## config.mk

```make
export PLATFORM = sky130hd
export DESIGN_NAME = dmem_ctrl
export DESIGN_NICKNAME = d
export VERILOG_FILES = /design/src/rtl/dmem_ctrl.sv
export SDC_FILE = /design/constraint.sdc
export NUM_CORES = 1
export LEC_CHECK = 0
export ABC_CLOCK_PERIOD_IN_PS = 2600
export CORE_ASPECT_RATIO = 0.6
export CORE_MARGIN = 2
export CORE_UTILIZATION = 44
export DETAILED_ROUTE_END_ITERATION = 12
export PLACE_DENSITY_LB_ADDON = 0.1
export SLEW_MARGIN = 5
export SYNTH_ARGS = -nofsm -noshare
export SYNTH_HDL_FRONTEND = slang
export SYNTH_SLANG_ARGS = --single-unit
```

## constraint.sdc

```tcl
create_clock -name i_clk -period 2.6 [get_ports i_clk]
set_clock_uncertainty 0.2 [all_clocks]
set_input_delay 0.39 -clock i_clk [delete_from_list [all_inputs] [get_ports i_clk]]
set_output_delay 0.39 -clock i_clk [all_outputs]
set_load 0.005 [all_outputs]
```

## src/rtl/dmem_ctrl.sv

```systemverilog
// Data-memory sequencer: round-robin arbiter for ports A/B, RMW for sub-word stores, load extension.
// Optional misalignment check enabled by defining DMEM_ALIGN_CHECK_EN.
module dmem_ctrl #(
  parameter int unsigned WORD_SIZE = 32
) (
  input  logic                 i_clk,
  input  logic                 i_rst,
  input  logic                 i_a_req,
  input  logic                 i_a_we,
  input  logic [1:0]           i_a_size,
  input  logic                 i_a_uns,
  input  logic [WORD_SIZE-1:0] i_a_addr,
  input  logic [WORD_SIZE-1:0] i_a_wd,
  output logic                 o_a_ack,
  output logic [WORD_SIZE-1:0] o_a_rd,
  input  logic                 i_b_req,
  input  logic                 i_b_we,
  input  logic [1:0]           i_b_size,
  input  logic                 i_b_uns,
  input  logic [WORD_SIZE-1:0] i_b_addr,
  input  logic [WORD_SIZE-1:0] i_b_wd,
  output logic                 o_b_ack,
  output logic [WORD_SIZE-1:0] o_b_rd,
  output logic                 o_err,
  output logic [WORD_SIZE-1:0] o_mem_addr,
  output logic [WORD_SIZE-1:0] o_mem_wd,
  output logic                 o_mem_wen,
  output logic                 o_mem_ren,
  input  logic [WORD_SIZE-1:0] i_mem_rd
);

  typedef enum logic [2:0] {S_IDLE, S_ACCESS, S_RMW_RD, S_RMW_WR, S_RESP} state_e;

  state_e               state_q, state_d;
  logic                 last_q, last_d;   // 0 = A, 1 = B
  logic                 gnt_q, gnt_d;
  logic                 we_q, we_d;
  logic [1:0]           size_q, size_d;
  logic                 uns_q, uns_d;
  logic [WORD_SIZE-1:0] addr_q, addr_d;
  logic [WORD_SIZE-1:0] wd_q, wd_d;
  logic [WORD_SIZE-1:0] old_q, old_d;
  logic                 err_q, err_d;
  logic [WORD_SIZE-1:0] a_rd_q, a_rd_d;
  logic [WORD_SIZE-1:0] b_rd_q, b_rd_d;

  logic                 pick_b;
  logic                 sel_we, sel_uns, mis;
  logic [1:0]           sel_size;
  logic [WORD_SIZE-1:0] sel_addr, sel_wd, load_val;
  logic                 wen_c;

  function automatic logic [WORD_SIZE-1:0] extend(input logic [WORD_SIZE-1:0] d,
                                                  input logic [1:0] sz, input logic uns);
    case (sz)
      2'b00:   extend = {{(WORD_SIZE-8){~uns & d[7]}}, d[7:0]};
      2'b01:   extend = {{(WORD_SIZE-16){~uns & d[15]}}, d[15:0]};
      default: extend = d;
    endcase
  endfunction

  // Both requesting: grant the port that did not win last time.
  assign pick_b   = i_b_req & (~i_a_req | ~last_q);
  assign sel_we   = pick_b ? i_b_we   : i_a_we;
  assign sel_size = pick_b ? i_b_size : i_a_size;
  assign sel_uns  = pick_b ? i_b_uns  : i_a_uns;
  assign sel_addr = pick_b ? i_b_addr : i_a_addr;
  assign sel_wd   = pick_b ? i_b_wd   : i_a_wd;
  assign load_val = extend(i_mem_rd, size_q, uns_q);

`ifdef DMEM_ALIGN_CHECK_EN
  assign mis = ((sel_size == 2'b01) & sel_addr[0]) | (sel_size[1] & (sel_addr[1:0] != 2'b00));
`else
  assign mis = 1'b0;
`endif

  always_comb begin
    state_d    = state_q;
    last_d     = last_q;
    gnt_d      = gnt_q;
    we_d       = we_q;
    size_d     = size_q;
    uns_d      = uns_q;
    addr_d     = addr_q;
    wd_d       = wd_q;
    old_d      = old_q;
    err_d      = err_q;
    a_rd_d     = a_rd_q;
    b_rd_d     = b_rd_q;
    o_mem_addr = '0;
    o_mem_wd   = '0;
    o_mem_ren  = 1'b0;
    wen_c      = 1'b0;
    o_a_ack    = 1'b0;
    o_b_ack    = 1'b0;
    o_err      = 1'b0;
    case (state_q)
      S_IDLE: begin
        if (i_a_req | i_b_req) begin
          gnt_d  = pick_b;
          last_d = pick_b;
          we_d   = sel_we;
          size_d = sel_size;
          uns_d  = sel_uns;
          addr_d = sel_addr;
          wd_d   = sel_wd;
          err_d  = mis;
          if (mis)                          state_d = S_RESP;
          else if (sel_we & ~sel_size[1])   state_d = S_RMW_RD;
          else                              state_d = S_ACCESS;
        end
      end
      S_ACCESS: begin
        o_mem_addr = addr_q;
        if (we_q) begin
          o_mem_wd = wd_q;
          wen_c    = 1'b1;
        end else begin
          o_mem_ren = 1'b1;
          if (gnt_q) b_rd_d = load_val;
          else       a_rd_d = load_val;
        end
        state_d = S_RESP;
      end
      S_RMW_RD: begin
        o_mem_addr = addr_q;
        o_mem_ren  = 1'b1;
        old_d      = i_mem_rd;
        state_d    = S_RMW_WR;
      end
      S_RMW_WR: begin
        o_mem_addr = addr_q;
        wen_c      = 1'b1;
        o_mem_wd   = (size_q == 2'b00) ? {old_q[WORD_SIZE-1:8], wd_q[7:0]}
                                       : {old_q[WORD_SIZE-1:16], wd_q[15:0]};
        state_d    = S_RESP;
      end
      S_RESP: begin
        o_a_ack = ~gnt_q;
        o_b_ack = gnt_q;
        o_err   = err_q;
        state_d = S_IDLE;
      end
      default: state_d = S_IDLE;
    endcase
  end

  // A reset arriving while a write is pending must not let it reach memory.
  assign o_mem_wen = wen_c & ~i_rst;
  assign o_a_rd    = a_rd_q;
  assign o_b_rd    = b_rd_q;

  always_ff @(posedge i_clk) begin
    if (i_rst) begin
      state_q <= S_IDLE;
      last_q  <= 1'b1;
      gnt_q   <= 1'b0;
      we_q    <= 1'b0;
      size_q  <= '0;
      uns_q   <= 1'b0;
      addr_q  <= '0;
      wd_q    <= '0;
      old_q   <= '0;
      err_q   <= 1'b0;
      a_rd_q  <= '0;
      b_rd_q  <= '0;
    end else begin
      state_q <= state_d;
      last_q  <= last_d;
      gnt_q   <= gnt_d;
      we_q    <= we_d;
      size_q  <= size_d;
      uns_q   <= uns_d;
      addr_q  <= addr_d;
      wd_q    <= wd_d;
      old_q   <= old_d;
      err_q   <= err_d;
      a_rd_q  <= a_rd_d;
      b_rd_q  <= b_rd_d;
    end
  end

endmodule

```

==> results of run 1 <==
==> power groups by stage <==
| stage | clock, mW | sequential, mW | combinational, mW |
|---|---|---|---|
| 6_report | 2.78 | 2.92 | 1.79 |
| 5_1_grt | 2.91 | 2.96 | 1.93 |
| 3_5_place_dp | 0 | 2.97 | 1.72 |
| 4_1_cts | 2.80 | 2.92 | 1.74 |
| 3_3_place_gp | 0 | 2.97 | 1.71 |
| 2_1_floorplan | 0 | 2.92 | 0.915 |
==> flip-flops by register name, indices dropped and copies added, names as in the netlist <==
| name | cells |
|---|---|
| o_b_rd | 32 |
| last_q | 1 |
| we_q | 1 |
| wd_q | 32 |
| addr_q | 32 |
| o_a_rd | 32 |
| old_q | 24 |
| state_q | 3 |
| gnt_q | 1 |
| uns_q | 1 |
| size_q | 2 |
==> through the flow <==
step	setup WS, ns	utilization (%)	cell area [um^2]	setup TNS (ns)
final	0.0773	70.1	11500	0
after global routing	-0.00665	70.1	11500	-0.00665
after CTS	-0.0193	69.4	11400	-0.0249
after detailed placement	0.115	65.2	10700	0
after global placement	0.167	65.2	10700	0
after floorplan	0.458	-	7450	0
==> kinds of logic after synthesis <==
| logic type | synth area share [%] |
|---|---|
| compound gates | 24.8 |
| mux | 0.269 |
| other cells | 0.0504 |
| buf+inv | 6.00 |
| flops | 43.3 |
| simple gates | 25.6 |
==> synth_stat cells <==
cell                        count
sky130_fd_sc_hd__a2111oi_0      1
sky130_fd_sc_hd__a211oi_1      64
sky130_fd_sc_hd__a211oi_2      20
sky130_fd_sc_hd__a21bo_2        1
sky130_fd_sc_hd__a21boi_0       1
sky130_fd_sc_hd__a21o_1         1
sky130_fd_sc_hd__a21oi_1       99
sky130_fd_sc_hd__a221o_1        1
sky130_fd_sc_hd__a22o_1        22
sky130_fd_sc_hd__a311oi_1      32
sky130_fd_sc_hd__a31oi_1        1
sky130_fd_sc_hd__and2_1        40
sky130_fd_sc_hd__and3_1         2
sky130_fd_sc_hd__and3b_1        1
sky130_fd_sc_hd__buf_2         15
sky130_fd_sc_hd__buf_4          1
sky130_fd_sc_hd__buf_6          3
sky130_fd_sc_hd__clkbuf_1      84
sky130_fd_sc_hd__conb_1         1
sky130_fd_sc_hd__dfxtp_1      161
sky130_fd_sc_hd__inv_1          4
sky130_fd_sc_hd__mux2i_1        2
sky130_fd_sc_hd__nand2_1       65
sky130_fd_sc_hd__nand2b_1      69
sky130_fd_sc_hd__nand3_1       20
sky130_fd_sc_hd__nor2_1        10
sky130_fd_sc_hd__nor2b_1        3
sky130_fd_sc_hd__nor3_1       138
sky130_fd_sc_hd__nor3b_1        2
sky130_fd_sc_hd__nor4b_1        1
sky130_fd_sc_hd__nor4b_2        1
sky130_fd_sc_hd__nor4bb_1       1
sky130_fd_sc_hd__o21a_1         2
sky130_fd_sc_hd__o21ai_0       17
sky130_fd_sc_hd__or2_2          2
sky130_fd_sc_hd__or3_1          3
sky130_fd_sc_hd__or3b_2         1
sky130_fd_sc_hd__or4b_1         1
sky130_fd_sc_hd__or4b_2         1
==> cell type report <==
type                       count  area, um^2
inverter                       4        15.0
multi-input combinational    626        3860
clock inverter                14         215
sequential                   161        3240
timing repair buffer         349        3460
tap                          228         285
fill                        1383        4900
clock buffer                  17         425
==> layer usage <==
| metal | part of all wire [%] | routed length (um) | vias up |
|---|---|---|---|
| met5 | 0 | 0 | - |
| met4 | 1.7 | 453 | 0 |
| met3 | 9.2 | 2420 | 33 |
| met2 | 45 | 12000 | 288 |
| met1 | 44 | 11500 | 3711 |
| li1 | - | - | 3767 |
==> repair_timing <==
item,in CTS,in global routing
gates cloned,1,1
endpoints found under the setup margin,64,26
pin swaps,2,2
buffers inserted,5,7
gates resized for setup,53,12
hold endpoints to repair,0,0
==> worst paths after layout <==
kind / start / end / slack (ns) / cells after the start
min: i_rst / state_q[0] / 0.13 / 3
max: state_q[0] / o_mem_addr[2] / 0.08 / 6
min reg2reg: old_q[17] / old_q[17] / 0.26 / 2
max reg2reg: state_q[2] / addr_q[10] / 0.18 / 5
==> critical path: stages (launching register included) <==
cell and delay [ns]:
sky130_fd_sc_hd__dfxtp_4 0.39, sky130_fd_sc_hd__buf_6 0.13, sky130_fd_sc_hd__nor2_4 0.05, sky130_fd_sc_hd__nor2_4 0.14, sky130_fd_sc_hd__buf_12 0.16, sky130_fd_sc_hd__and2_1 0.15
sky130_fd_sc_hd__clkdlybuf4s50_1 0.50
==> impl_summary.log, run 1 <==
[metrics] Antenna Nets Post-Route: 0
[metrics] first-pass iteration count of the detailed router: 5
[metrics] GR Util All Layers: 28.2%
[metrics] first-pass GRT wire length: 40300 um
[metrics] via count of the first global-routing pass: 7533
[metrics] hpwl dp: 17200 um
[metrics] outcome: finished, final reports clean
[metrics] Static Leak: 4.14 nW
[metrics] Inst Count DP: 1354
[metrics] die area: 18000 um^2
[metrics] Non-Filler Instances: 1399
[metrics] path type of the worst setup path: reg2out
[metrics] buffers from clock root to sink, at most: 2
[metrics] share of the synthesized area in the top cell type: 43.3%
[metrics] min Tclk post-route: 2.52 ns
[metrics] fraction of the yosys area taken by sequential cells: 43.3%
[metrics] grt ovf: 0
[metrics] data arrival time of the critical path: 1.93 ns
[metrics] Worst Path Required: 2.01 ns
[metrics] register share of total power: 39.0%
[metrics] count of final hold-check violations: 0
[metrics] Layout Nets: 1331
[metrics] FP Rows: 36
[metrics] count of H-tree levels built during CTS: 4
[metrics] part of the total power dissipated in combinational logic: 23.9%
[metrics] max capacitance violation total: 0
[metrics] vertical die dimension: 105 um
[metrics] WL per Instance: 18.8 um
[metrics] clock tree root buffer cell: sky130_fd_sc_hd__clkbuf_16
[metrics] maximum ir drop on the vdd rail: 0.385 mV
[metrics] final count of pins violating max slew: 0
[metrics] Sw Pwr: 2.20 mW
[metrics] starting density of the core: 45.4%
[metrics] pin count of the biggest net entering global routing: 76
[metrics] hold slack final: 0.128 ns
[metrics] highest-utilization routing layer at the global route stage: met2
[metrics] TritonCTS clock tree: yes
[metrics] number of buffers inserted by port buffering: 303
[metrics] DRC viols: 0
[metrics] internal power consumption: 5.29 mW
[metrics] horizontal die dimension: 172 um
[metrics] Max-slew headroom: 54.7%
[metrics] worst-skew pair later-pin latency: 0.42 ns
[metrics] number of distinct library cells after synthesis: 39
[metrics] switching fraction of total power: 29.4%
[metrics] violation count after the first detailed-route iteration: 542
[metrics] Clk pwr share: 37.1%
[metrics] Avg Inst Size Synth: 8.33 um^2
[metrics] # setup viols final: 0
[metrics] top cell type by total area after synthesis: sky130_fd_sc_hd__dfxtp_1
[metrics] Synth-to-Final Area Change: 54.4%
[metrics] met2 demand-to-capacity share in global routing: 44.8%
[metrics] Peak Freq: 396 MHz
[metrics] io pins: 305
[metrics] power per cell area: 651 nW/um^2
[metrics] Diodes inserted: 0
[metrics] clock-pin transition on the worst setup and hold timing paths: 0.06 ns
[metrics] type of element capturing the critical path: output pin
[metrics] Startpoint Class: flip-flop
[metrics] number of warnings issued by yosys: 0
[metrics] antenna violations before repair: 0
[metrics] DR vias/cell: 5.57
[metrics] most common cell after layout, fill and taps aside: sky130_fd_sc_hd__clkdlybuf4s50_1
[metrics] clk sinks: 161
[metrics] total number of vias: 7799
[metrics] core area: 16400 um^2
[metrics] dominant cells by area after synthesis: sky130_fd_sc_hd__dfxtp_1, sky130_fd_sc_hd__nor3_1, sky130_fd_sc_hd__a21oi_1
[metrics] met1 demand-to-capacity share in global routing: 36.6%
[metrics] ratio of final minimum period to clock period: 97.0%
[metrics] cts bufs inserted: 17
[metrics] most used cells in the layout excluding fill and tap cells: sky130_fd_sc_hd__clkdlybuf4s50_1, sky130_fd_sc_hd__dfxtp_1, sky130_fd_sc_hd__nor3_1
[metrics] crit path max fanout: 16
[metrics] flip-flop and latch count after synthesis: 161
[metrics] Syn Nets: 1066
[metrics] Tot Pwr: 7.49 mW
[metrics] number of buffers added to fix hold violations after cts: 0
[metrics] Routability Congestion: 0.855
[metrics] Post-Synthesis Cell Area: 7450 um^2
[metrics] actual transition at the worst max-transition pin: 0.680 ns
[metrics] wire length after detailed routing: 26300 um
[metrics] cell count after synthesis: 894
[metrics] Hold WC Path Type: in2reg
[metrics] GR Util met3: 8.98%
[metrics] fraction of final layout cells with drive strength greater than 1: 10.4%
Note: power is estimated with default switching activity, not from simulation.
==> run 2: changes to the inputs <==
--- a/config.mk
+++ b/config.mk
@@ -5,10 +5,11 @@
 export SDC_FILE = /design/constraint.sdc
 export NUM_CORES = 1
 export LEC_CHECK = 0
-export ABC_CLOCK_PERIOD_IN_PS = 2600
+export ABC_CLOCK_PERIOD_IN_PS = 2500
 export CORE_ASPECT_RATIO = 0.6
 export CORE_MARGIN = 2
-export CORE_UTILIZATION = 44
+export CORE_UTILIZATION = 40
+export CTS_CLUSTER_DIAMETER = 200
 export DETAILED_ROUTE_END_ITERATION = 12
 export PLACE_DENSITY_LB_ADDON = 0.1
 export SLEW_MARGIN = 5
==> constraint.sdc (replaced) <==
create_clock -name i_clk -period 2.5 [get_ports i_clk]
set_clock_uncertainty 0.2 [all_clocks]
set_input_delay 0.375 -clock i_clk [delete_from_list [all_inputs] [get_ports i_clk]]
set_output_delay 0.375 -clock i_clk [all_outputs]
set_load 0.005 [all_outputs]
==> impl_summary.log, run 2 (synthesis results as in run 1) <==
[metrics] buffering stage count on the worst path with inverters included: 2 (-1)
[metrics] # setup viols final: 0 (unchanged)
[metrics] max capacitance violation total: 0 (unchanged)
[metrics] clock tree root buffer cell: sky130_fd_sc_hd__clkbuf_16
[metrics] min Tclk post-route: 2.45 ns
[metrics] horizontal die dimension: 180 um (+4.8%)
[metrics] data arrival time of the critical path: 1.87 ns (-0.06 ns)
[metrics] number of buffers inserted by port buffering: 303 (unchanged)
[metrics] path type of the worst setup path: reg2out
[metrics] via count of the first global-routing pass: 7473 (-0.80%)
[metrics] outcome: finished, final reports clean
[metrics] DR vias/cell: 5.50 (-1.3%)
[metrics] die area: 19800 um^2 (+9.7%)
[metrics] power per cell area: 673 nW/um^2 (+3.3%)
[metrics] Critical Path, Cell by Cell: or2_4 -> a21o_2 -> buf_4 -> a22o_1 -> dlygate4sd2_1
[metrics] first-pass iteration count of the detailed router: 5 (unchanged)
[metrics] first-pass GRT wire length: 41000 um (+1.7%)
[metrics] violation count after the first detailed-route iteration: 557 (+2.8%)
[metrics] Routability Congestion: 0.851 (-0.53%)
[metrics] actual transition at the worst max-transition pin: 0.688 ns (+0.00836 ns)
[metrics] final count of pins violating max slew: 0 (unchanged)
[metrics] Synth-to-Final Area Change: 56.4%
[metrics] Highest Signal Layer: met4
[metrics] maximum ir drop on the vdd rail: 0.490 mV (+27%)
[metrics] FP Rows: 38 (+5.6%)
[metrics] Antenna Nets Post-Route: 0 (unchanged)
[metrics] Peak Freq: 409 MHz
[metrics] post-layout util: 64.1% (-6.0 points)
[metrics] type of element capturing the critical path: output pin
[metrics] final worst-path setup slack: 0.0530 ns (-0.0243 ns)
[metrics] crit path max fanout: 5 (-11)
[metrics] ratio of final minimum period to clock period: 97.9%
[metrics] cts bufs inserted: 17 (unchanged)
[metrics] grt ovf: 0 (unchanged)
[metrics] hpwl dp: 17400 um (+1.4%)
[metrics] clock-pin transition on the worst setup and hold timing paths: 0.07 ns (about the same)
[metrics] Startpoint Class: flip-flop
[metrics] met1 WL: 12300 um (+7.3%)
[metrics] wire length after detailed routing: 26800 um (+1.8%)
[metrics] critical path's top delay family: compound AO/OA/AOI/OAI gates
[metrics] total met3 wirelength after detailed routing: 2220 um (-8.3%)
[metrics] core area: 18200 um^2 (+11%)
[metrics] io pins: 305 (unchanged)
[metrics] worst-skew pair later-pin latency: 0.41 ns (about the same)
[metrics] clk sinks: 161 (unchanged)
[metrics] DRC viols: 0 (unchanged)
[metrics] Max-slew headroom: 54.1% (-0.56 points)
[metrics] fraction of final layout cells with drive strength greater than 1: 12.1% (+1.6 points)
[metrics] Fin Setup TNS: 0 ns (unchanged)
[metrics] Finished Cell Area: 11600 um^2 (+1.3%)
[metrics] area of placed instances: 10700 um^2 (+0.16%)
[metrics] Hold WC Path Type: in2reg
[metrics] crit-path max cell delay: 0.33 ns (-0.17 ns)
[metrics] antenna violations before repair: 1 (+1)
[metrics] worst-path cell with the longest stage delay: sky130_fd_sc_hd__dfxtp_1
[metrics] TritonCTS clock tree: yes
[metrics] GR Util All Layers: 26.2% (-2.0 points)
[metrics] most used cells in the layout excluding fill and tap cells: sky130_fd_sc_hd__clkdlybuf4s50_1, sky130_fd_sc_hd__dfxtp_1, sky130_fd_sc_hd__nor3_1
[metrics] WL per Instance: 18.8 um (-0.16%)
[metrics] total number of vias: 7854 (+0.71%)
[metrics] starting density of the core: 41.0% (-4.4 points)
[metrics] Static Leak: 4.42 nW (+6.7%)
[metrics] pin count of the biggest net entering global routing: 69 (-9.2%)
[metrics] Setup Slack @ Placement: 0.0518 ns (-0.0628 ns)
[metrics] Layout Nets: 1345 (+1.1%)
[metrics] hold slack final: 0.200 ns (+0.0715 ns)
[metrics] Worst Path Required: 1.92 ns (-0.09 ns)
[metrics] count of final hold-check violations: 0 (unchanged)
[metrics] total met2 wirelength after detailed routing: 11900 um (-0.65%)
[metrics] count of H-tree levels built during CTS: 4 (unchanged)
[metrics] vertical die dimension: 110 um (+4.7%)
[metrics] most common cell after layout, fill and taps aside: sky130_fd_sc_hd__clkdlybuf4s50_1
[metrics] buffers from clock root to sink, at most: 2 (unchanged)
==> run 2: per-layer routing <==
metal | global-route usage [%] | vias up
li1 | - | 3792
met1 | 36.2 | 3727
met2 | 40.6 | 311
met3 | 6.89 | 24
met4 | 7.32 | 0
met5 | 0 | -
==> run 2: area by class of cell <==
class                      count  area, um^2
antenna                        1        2.50
clock buffer                  18         439
clock inverter                14         216
fill                        1569        6510
inverter                       4        15.0
multi-input combinational    626        3860
sequential                   161        3230
tap                          240         300
timing repair buffer         363        3580
==> run 2: where the power goes <==
group	internal (mW)	total (mW)	switching, mW
clock network	1.74	2.91	1.17
logic	0.956	1.90	0.942
registers	2.86	3.03	0.169
total	5.56	7.84	2.28
==> run 2: per-stage QoR <==
| stage | instances | power (mW) |
|---|---|---|
| floorplan | 894 | 3.99 |
| global placement | 1368 | 4.87 |
| detailed placement | 1368 | 4.89 |
| CTS | 1413 | 7.85 |
| global route | 1426 | 8.19 |
| finish | 1427 | 7.84 |
==> run 2: worst paths after layout <==
check / start / to / slack, ns / cells after the start
worst max register to register: state_q[0] / addr_q[17] / 0.08 / 6
worst min-delay path: i_rst / o_a_rd[7] / 0.20 / 2
worst max-delay path: size_q[0] / o_mem_wd[9] / 0.05 / 5
worst min register to register: old_q[25] / old_q[25] / 0.26 / 2
==> run 2: repair_timing <==
| item | CTS | global route |
|---|---|---|
| pin swaps | 7 | 5 |
| hold buffers | 0 | 0 |
| gates resized for setup | 80 | 38 |
| setup buffers | 11 | 12 |
| endpoints found under the setup margin | 64 | 24 |
| gates cloned | 2 | 1 |
==> run 3: changes to the inputs <==
--- a/config.mk
+++ b/config.mk
@@ -12,6 +12,7 @@
 export CTS_CLUSTER_DIAMETER = 200
 export DETAILED_ROUTE_END_ITERATION = 12
 export PLACE_DENSITY_LB_ADDON = 0.1
+export SETUP_SLACK_MARGIN = 0.15
 export SLEW_MARGIN = 5
 export SYNTH_ARGS = -nofsm -noshare
 export SYNTH_HDL_FRONTEND = slang
==> impl_summary.log, run 3 (synthesis results as in run 1) <==
[metrics] outcome: finished, final reports clean
[metrics] buffers from clock root to sink, at most: 2 (unchanged)
[metrics] FP Rows: 38 (unchanged)
[metrics] Hold WC Path Type: in2reg
[metrics] unrepaired setup endpoints after global routing: true
[metrics] number of buffers inserted by port buffering: 303 (unchanged)
[metrics] clk sinks: 161 (unchanged)
[metrics] end of the worst register-to-register path: we_q
[metrics] Filler Cell Count: 1553 (-1.0%)
[metrics] maximum ir drop on the vdd rail: 0.497 mV (+1.4%)
[metrics] total number of vias: 7961 (+1.4%)
[metrics] WL per Instance: 19.2 um (+2.4%)
[metrics] # setup viols final: 0 (unchanged)
[metrics] Layout Nets: 1355 (+0.74%)
[metrics] via count of the first global-routing pass: 7598 (+1.7%)
[metrics] most common cell after layout, fill and taps aside: sky130_fd_sc_hd__clkdlybuf4s50_1
[metrics] cts bufs inserted: 17 (unchanged)
[metrics] power per cell area: 678 nW/um^2 (+0.71%)
[metrics] R2R cell count: 6 (unchanged)
[metrics] fraction of final layout cells with drive strength greater than 1: 18.2% (+6.2 points)
[metrics] Hold Path Cell Cnt: 2 (unchanged)
[metrics] Hold Path Sink: o_a_rd[3]
[metrics] max capacitance violation total: 0 (unchanged)
[metrics] TritonCTS clock tree: yes
[metrics] first-pass GRT wire length: 42000 um (+2.4%)
[metrics] RR Startpoint: state_q[0]
[metrics] ratio of final minimum period to clock period: 98.4% (+0.50 points)
[metrics] actual transition at the worst max-transition pin: 0.684 ns (-0.00413 ns)
[metrics] number of buffers added to fix hold violations after cts: 0 (unchanged)
[metrics] worst-skew pair later-pin latency: 0.42 ns (about the same)
[metrics] Tot Pwr: 7.98 mW (+1.8%)
[metrics] io pins: 305 (unchanged)
[metrics] first-pass iteration count of the detailed router: 5 (unchanged)
[metrics] Max-slew headroom: 54.4% (+0.28 points)
[metrics] antenna violations before repair: 1 (unchanged)
[metrics] path type of the worst setup path: reg2out
[metrics] area of placed instances: 10700 um^2 (unchanged)
[metrics] crit path max fanout: 3 (-2)
[metrics] data arrival time of the critical path: 1.88 ns (about the same)
[metrics] count of H-tree levels built during CTS: 4 (unchanged)
[metrics] origin of the worst min-delay path: i_rst
[metrics] hpwl dp: 17400 um (unchanged)
[metrics] DRC viols: 0 (unchanged)
[metrics] min Tclk post-route: 2.46 ns (+0.0124 ns)
[metrics] DR vias/cell: 5.54 (+0.66%)
[metrics] clock-pin transition on the worst setup and hold timing paths: 0.07 ns (about the same)
[metrics] vertical die dimension: 110 um (unchanged)
[metrics] GR Util All Layers: 26.8% (+0.63 points)
[metrics] Worst Path Required: 1.92 ns (about the same)
[metrics] wire length after detailed routing: 27600 um (+3.1%)
[metrics] type of element capturing the critical path: output pin
[metrics] Antenna Nets Post-Route: 0 (unchanged)
[metrics] final count of pins violating max slew: 0 (unchanged)
[metrics] die area: 19800 um^2 (unchanged)
[metrics] pin count of the biggest net entering global routing: 69 (unchanged)
[metrics] Peak Freq: 407 MHz (-0.51%)
[metrics] clock tree root buffer cell: sky130_fd_sc_hd__clkbuf_16
[metrics] grt ovf: 0 (unchanged)
[metrics] Static Leak: 4.32 nW (-2.2%)
[metrics] Finished Cell Area: 11800 um^2 (+1.1%)
[metrics] Reg2Reg Setup Slack: 0.22 ns (+0.14 ns)
[metrics] violation count after the first detailed-route iteration: 557 (unchanged)
[metrics] most used cells in the layout excluding fill and tap cells: sky130_fd_sc_hd__clkdlybuf4s50_1, sky130_fd_sc_hd__dfxtp_1, sky130_fd_sc_hd__nor3_1
[metrics] Synth-to-Final Area Change: 58.2%
[metrics] post-layout util: 64.9% (+0.72 points)
[metrics] horizontal die dimension: 180 um (unchanged)
[metrics] core area: 18200 um^2 (unchanged)
[metrics] Routability Congestion: 0.851 (unchanged)
[metrics] Startpoint Class: flip-flop
[metrics] starting density of the core: 41.0% (unchanged)
[metrics] count of final hold-check violations: 0 (unchanged)
run 3: changes by cell type in the layout (fill, tap and decap cells not counted), moves of 4 or more:
cell,change
sky130_fd_sc_hd__dlygate4sd2_1,-27
sky130_fd_sc_hd__clkbuf_2,-4
sky130_fd_sc_hd__dlymetal6s2s_1,-11
sky130_fd_sc_hd__buf_2,+37
sky130_fd_sc_hd__clkdlybuf4s15_1,-5
sky130_fd_sc_hd__and2_4,+16
sky130_fd_sc_hd__buf_6,+28
sky130_fd_sc_hd__and2_1,-16
sky130_fd_sc_hd__buf_4,-10
run 3: area by class of cell:
type	instances	area [um^2]	share of cell area, %
antenna	1	2.50	0.0212
timing repair buffer	373	3640	30.9
clock inverter	14	216	1.84
multi-input combinational	626	3930	33.4
clock buffer	18	439	3.73
sequential	161	3230	27.5
tap	240	300	2.55
inverter	4	15.0	0.127
run 3: worst max path at each step:
stage               start            to  slack [ns]  depth (start not counted)
6_report       state_q[2]  o_mem_wd[21]        0.04                          8
5_1_grt        state_q[2]  o_mem_wd[25]       -0.05                          8
3_3_place_gp      i_a_req     size_q[0]        0.11                          5
2_1_floorplan  state_q[0]  o_mem_wd[16]        0.37                          5
3_5_place_dp      i_a_req    addr_q[30]        0.05                          5
4_1_cts        state_q[0]  o_mem_wd[23]        0.04                          8
run 3: worst max-delay path, stage by stage (launching register included):
cell and delay (ns):
sky130_fd_sc_hd__dfxtp_4 0.35, sky130_fd_sc_hd__buf_6 0.11, sky130_fd_sc_hd__nor4bb_4 0.25, sky130_fd_sc_hd__buf_4 0.19
sky130_fd_sc_hd__buf_6 0.13, sky130_fd_sc_hd__buf_6 0.11, sky130_fd_sc_hd__buf_6 0.08, sky130_fd_sc_hd__a22o_1 0.13
sky130_fd_sc_hd__buf_2 0.11
run 3: metrics by stage:
stage	setup TNS, ns	cells	setup WS (ns)	hold WS, ns
global route	-0.183	1436	-0.0542	0.206
detailed placement	0	1368	0.0518	0.250
floorplan	0	894	0.373	0.237
global placement	0	1368	0.108	0.246
CTS	0	1432	0.0394	0.189
finish	0	1437	0.0406	0.205
run 3: timing repair:
action	CTS	global route
setup endpoints to repair	68	87
resized for setup	287	25
buffers inserted	28	2
cloned	4	2
pin swaps	33	14
run 3: layer usage:
metal | track usage, % | share of wire (%) | up-vias
li1 | - | - | 3810
met3 | 6.69 | 8.0 | 28
met5 | 0 | 0 | -
met1 | 37.0 | 46 | 3785
met2 | 41.8 | 45 | 338
met4 | 7.72 | 1.5 | 0
run 3: where the power goes:
part,switching (mW),internal (mW)
Sequential,0.173,2.86
Combinational,0.987,1.05
Clock,1.18,1.74
==> RTL change 1, RTL diff (config.mk and constraints of run 2) <==
Make the reset (`i_rst`) asynchronous in one clocked block.
--- a/src/rtl/dmem_ctrl.sv
+++ b/src/rtl/dmem_ctrl.sv
@@ -150,7 +150,7 @@
   assign o_a_rd    = a_rd_q;
   assign o_b_rd    = b_rd_q;
 
-  always_ff @(posedge i_clk) begin
+  always_ff @(posedge i_clk or posedge i_rst) begin
     if (i_rst) begin
       state_q <= S_IDLE;
       last_q  <= 1'b1;
Formal check against the unedited RTL: differs if i_rst is asserted again (counterexample within 4 cycles, from zero or initial values and one cycle with i_rst high); with i_rst held inactive, the same outputs for 4 cycles.
==> RTL change 1 against run 2 <==
- the run now ends with negative setup slack left
- final area increased by 2.8%
- critical path type unchanged
- core utilization fell by 1.4 points
- synthesized area grew 5.1%
- synthesized cell count shrank 35%
- worst setup slack got worse by 0.27 ns
- sequential cell count unchanged
- global-route usage down 3.9 points
- wire length decreased by 16%
- sequential share of layout area up 5.9 points
- via count decreased by 26%
- die area grew 4.9%
Power is not compared: it rests on default switching activity, and its combinational part moved more than twofold at a synthesized area within 25%.
==> RTL change 1: results (changes against run 2) <==
| Metric | Value |
|---|---|
| DP Area | 11210 µm² (was 10710 µm²) |
| Antenna violations before repair | 0 (was 1) |
| Crit Path Max Fanout | 9 (was 5) |
| GRT met1 Usage | 28.77% (was 36.18%) |
| Vias in the first global route | 6438 (was 7473) |
| DR WL/cell | 19.21 µm (was 18.79 µm) |
| Diodes inserted | 0 (was 1) |
| Layout Nets | 1072 (was 1345) |
| Largest net degree at the start of global routing | 59 (was 69) |
| Crit path DAT | 2.14 ns (was 1.87 ns) |
| Status | complete, but fails checks (was complete, no violations) |
| Unique masters post-synth | 36 (was 39) |
| Total GRT Usage | 22.29% (was 26.17%) |
| Pre-Repair DR Iteration Count | 4 (was 5) |
| Dpl hpwl | 16710 µm (was 17430 µm) |
| Worst Hold Class | in2async (was in2reg) |
| Initial drt markers | 237 (was 557) |
| Failing checks | negative setup slack |
| Slew HR | 64.89% (was 54.11%) |
| Gpl congestion | 0.8503 (was 0.8508) |
| GR Layer Usage met2 | 36.89% (was 40.59%) |
| Grt met3 use | 6.976% (was 6.890%) |
| Setup ws final | -0.2169 ns (was 0.05297 ns) |
| Ratio of cells with drive above 1 in the final layout | 36.36% (was 12.06%) |
| Vias post-DR | 5832 (was 7854) |
| Sequential-to-total area share from yosys stat | 51.51% (was 43.29%) |
| Number of setup violations in the final report | 17 (was 0) |
| Asr flop ratio synth | 100.0% (was 0%) |
| Synth top cells by count | 220 x mux2_2, 160 x dfrtp_1, 41 x and2_1 (was 161 x dfxtp_1, 138 x nor3_1, 99 x a21oi_1) |
[RTL change 1: changes by cell type after synthesis, moves of 12 or more]
cell      delta
mux2_2     +220
dfrtp_1    +160
a21oi_1     -98
nand2_1     -39
clkbuf_1    -73
a311oi_1    -32
a211oi_2    -19
a211oi_1    -64
nand2b_1    -66
buf_6       +12
nand3_1     -20
nor3_1     -137
dfxtp_1    -161
[RTL change 1: layout make-up]
class                   count  area (µm²)
fillers                  1474        7106
flip-flops and latches    161        4031
multi-input cells         372        3538
repair buffers            345        3460
clock buffers              18       429.2
well taps                 266       332.8
clock inverters            14       167.7
inverters                   3       15.01
[RTL change 1: where the power goes]
part	internal, mW	switching (mW)	total [mW]
Combinational	4.30	2.67	6.97
Clock	1.51	1.15	2.66
Sequential	3.95	0.752	4.71
Total	9.76	4.57	14.3
[RTL change 1: path summary, 6_finish.rpt]
check	startpoint	endpoint	slack [ns]	cells past startpoint
min in group i_clk	old_q[11]	old_q[11]	0.30	1
worst min-delay path	i_rst	old_q[9]	0.27	3
worst max register to register	state_q[2]	o_a_rd[27]	0.18	7
worst max-delay path	state_q[2]	o_mem_wd[21]	-0.22	5
worst min register to register	old_q[11]	old_q[11]	0.30	1
max in group asynchronous	i_rst	wd_q[29]	1.46	3
[RTL change 1: per-stage QoR]
stage | instances | setup WS (ns) | power (mW) | TNS (ns)
global placement | 1130 | 0.04393 | 11.17 | 0
finish | 1179 | -0.2169 | 14.33 | -1.519
detailed placement | 1130 | 0.0004714 | 11.40 | 0
global route | 1179 | -0.2833 | 15.21 | -3.001
floorplan | 580 | -0.1170 | 8.174 | -18.72
CTS | 1174 | -0.2338 | 14.31 | -2.139
[RTL change 1: kinds of logic (layout without fill, tap and decap cells)]
kind of cell | count (synthesis) | count (layout) | share of synthesized area (%)
other cells | 1 | 1 | 0.04793
buf+inv | 47 | 380 | 4.174
simple gates | 87 | 87 | 6.557
compound gates | 57 | 57 | 5.086
flops | 161 | 161 | 51.51
mux | 227 | 227 | 32.62
[RTL change 1: timing repair]
| action | CTS | global route |
|---|---|---|
| resized for setup | 73 | 77 |
| endpoints found under the hold margin | 0 | 0 |
| pin swaps | 2 | 4 |
| gates cloned | 2 | 1 |
| buffers inserted | 10 | 4 |
| endpoints found under the setup margin | 67 | 66 |
[RTL change 1: worst max-delay path, cell delays in order, from the launching register on]
cell and delay, ns:
dfrtp_1 0.40, buf_6 0.13, nor4bb_4 0.35, buf_12 0.17
a22o_1 0.16, clkdlybuf4s50_1 0.51
[RTL change 1: per-layer routing]
| metal | share of wire (%) | up-vias | routed length, µm |
|---|---|---|---|
| li1 | - | 2703 | - |
| met2 | 47 | 194 | 10750 |
| met1 | 44 | 2920 | 9915 |
| met5 | 0 | - | 0 |
| met4 | 0.99 | 0 | 224 |
| met3 | 7.8 | 15 | 1758 |
==> RTL change 2, RTL diff (settings of run 2) <==
Made on the original files. The parameter `WORD_SIZE` goes from 32 to 64.
--- a/src/rtl/dmem_ctrl.sv
+++ b/src/rtl/dmem_ctrl.sv
@@ -1,7 +1,7 @@
 // Data-memory sequencer: round-robin arbiter for ports A/B, RMW for sub-word stores, load extension.
 // Optional misalignment check enabled by defining DMEM_ALIGN_CHECK_EN.
 module dmem_ctrl #(
-  parameter int unsigned WORD_SIZE = 32
+  parameter int unsigned WORD_SIZE = 64
 ) (
   input  logic                 i_clk,
   input  logic                 i_rst,
Ports: changed (9 resized); port bits go from 305 to 593. No check against the original RTL was run, so the function may have changed too.
==> RTL change 2 against run 2 <==
- the flow now finishes with violations (negative setup slack)
- sequential cell count grew 160
- power grew 100%
- final area grew 87%
- worst setup slack lost 0.15 ns
- register-to-register slack gained 0.02 ns
- sequential share of layout area grew 1.8 points
- count of clock-buffer cells in the layout grew 22
- synthesized area grew 88%
- wire length grew 130%
- largest power group unchanged
- highest routed layer unchanged
==> RTL change 2: results (changes against run 2) <==
| Metric | Value |
|---|---|
| Antenna violations before repair | 3 (was 1) |
| Reg2reg setup slack | 0.10 ns (was 0.08 ns) |
| Hold Slack | 0.1782 ns (was 0.2000 ns) |
| Number of setup violations in the final report | 21 (was 0) |
| VDD IR max | 517.3 µV (was 490.1 µV) |
| Synth top cells by count | 321 x dfxtp_1, 194 x a21oi_1, 162 x nand2_1 (was 161 x dfxtp_1, 138 x nor3_1, 99 x a21oi_1) |
| Dpl hpwl | 42450 µm (was 17430 µm) |
| Status | complete, but fails checks (was complete, no violations) |
| Post-synthesis mux area share | 0.1523% (was 0.2689%) |
| Global-route wire length before repair | 90240 µm (was 41000 µm) |
| Total GRT Usage | 32.14% (was 26.17%) |
| Slowest stage delay, CP | 0.37 ns (was 0.33 ns) |
| R2R cell count | 5 (was 6) |
| Critical-path top delay cell | dfxtp_4 (was dfxtp_1) |
| Grt met3 use | 6.514% (was 6.890%) |
| Area contributors post-synth | dfxtp_1 46%, a221oi_1 8.3%, o32ai_1 8.3% (was dfxtp_1 43%, nor3_1 9.3%, a21oi_1 6.7%) |
| Slew HR | 37.38% (was 54.11%) |
| Non-filler cells, final | 2597 (was 1427) |
| GRT met1 Usage | 43.64% (was 36.18%) |
| GR Layer Usage met2 | 51.68% (was 40.59%) |
| Ratio of cells with drive above 1 in the final layout | 14.53% (was 12.06%) |
| Leak | 7.895 nW (was 4.418 nW) |
| DP Cell Count | 2499 (was 1368) |
| CP top delay family | buffers and inverters (was compound AO/OA/AOI/OAI gates) |
| Setup TNS | -0.7074 ns (was 0 ns) |
| Setup ws final | -0.09679 ns (was 0.05297 ns) |
| Gpl congestion | 0.9192 (was 0.8508) |
| Post-synthesis compound-gate area fraction | 35.20% (was 24.84%) |
| Hold Path Depth | 3 (was 2) |
| Failing checks | negative setup slack |
| Post-DR vias/cell | 5.941 (was 5.504) |
| Largest net degree at the start of global routing | 198 (was 69) |
| PortBufs | 591 (was 303) |
| Crit Path Max Fanout | 4 (was 5) |
| Reg-to-reg critical path startpoint | state_q[2] (was state_q[0]) |
| Layout Nets | 2443 (was 1345) |
| Metal1 wirelength | 26150 µm (was 12330 µm) |
| CP Capture Point | o_mem_wd[57] (was o_mem_wd[9]) |
| Vias in the first global route | 14340 (was 7473) |
| Worst skew pair latency | 0.56 ns (was 0.41 ns) |
| H-tree Lvls | 1 (was 4) |
| Syn_nets | 1932 (was 1066) |
| # Post-CTS Setup Buffers | 35 (was 11) |
-- RTL change 2: power by group --
group          switching (mW)  leakage (nW)  total, mW  internal, mW
Clock                    2.08         0.533       5.01          2.93
Combinational            2.55          4.73       4.71          2.16
Sequential              0.353          2.64       6.11          5.76
-- RTL change 2: cell families after synthesis --
kind of cell	after synthesis
compound gates	651
simple gates	279
buf+inv	346
mux	2
other cells	1
flops	321
-- RTL change 2: layout make-up --
| class | instances | area [µm²] | area share [%] |
|---|---|---|---|
| diodes | 4 | 10.01 | 0.04586 |
| clock buffers | 40 | 859.6 | 3.938 |
| clock inverters | 15 | 207.7 | 0.9516 |
| inverters | 135 | 511.7 | 2.345 |
| multi-input cells | 933 | 6465 | 29.62 |
| flip-flops and latches | 321 | 6445 | 29.53 |
| well taps | 459 | 574.3 | 2.631 |
| repair buffers | 690 | 6754 | 30.94 |
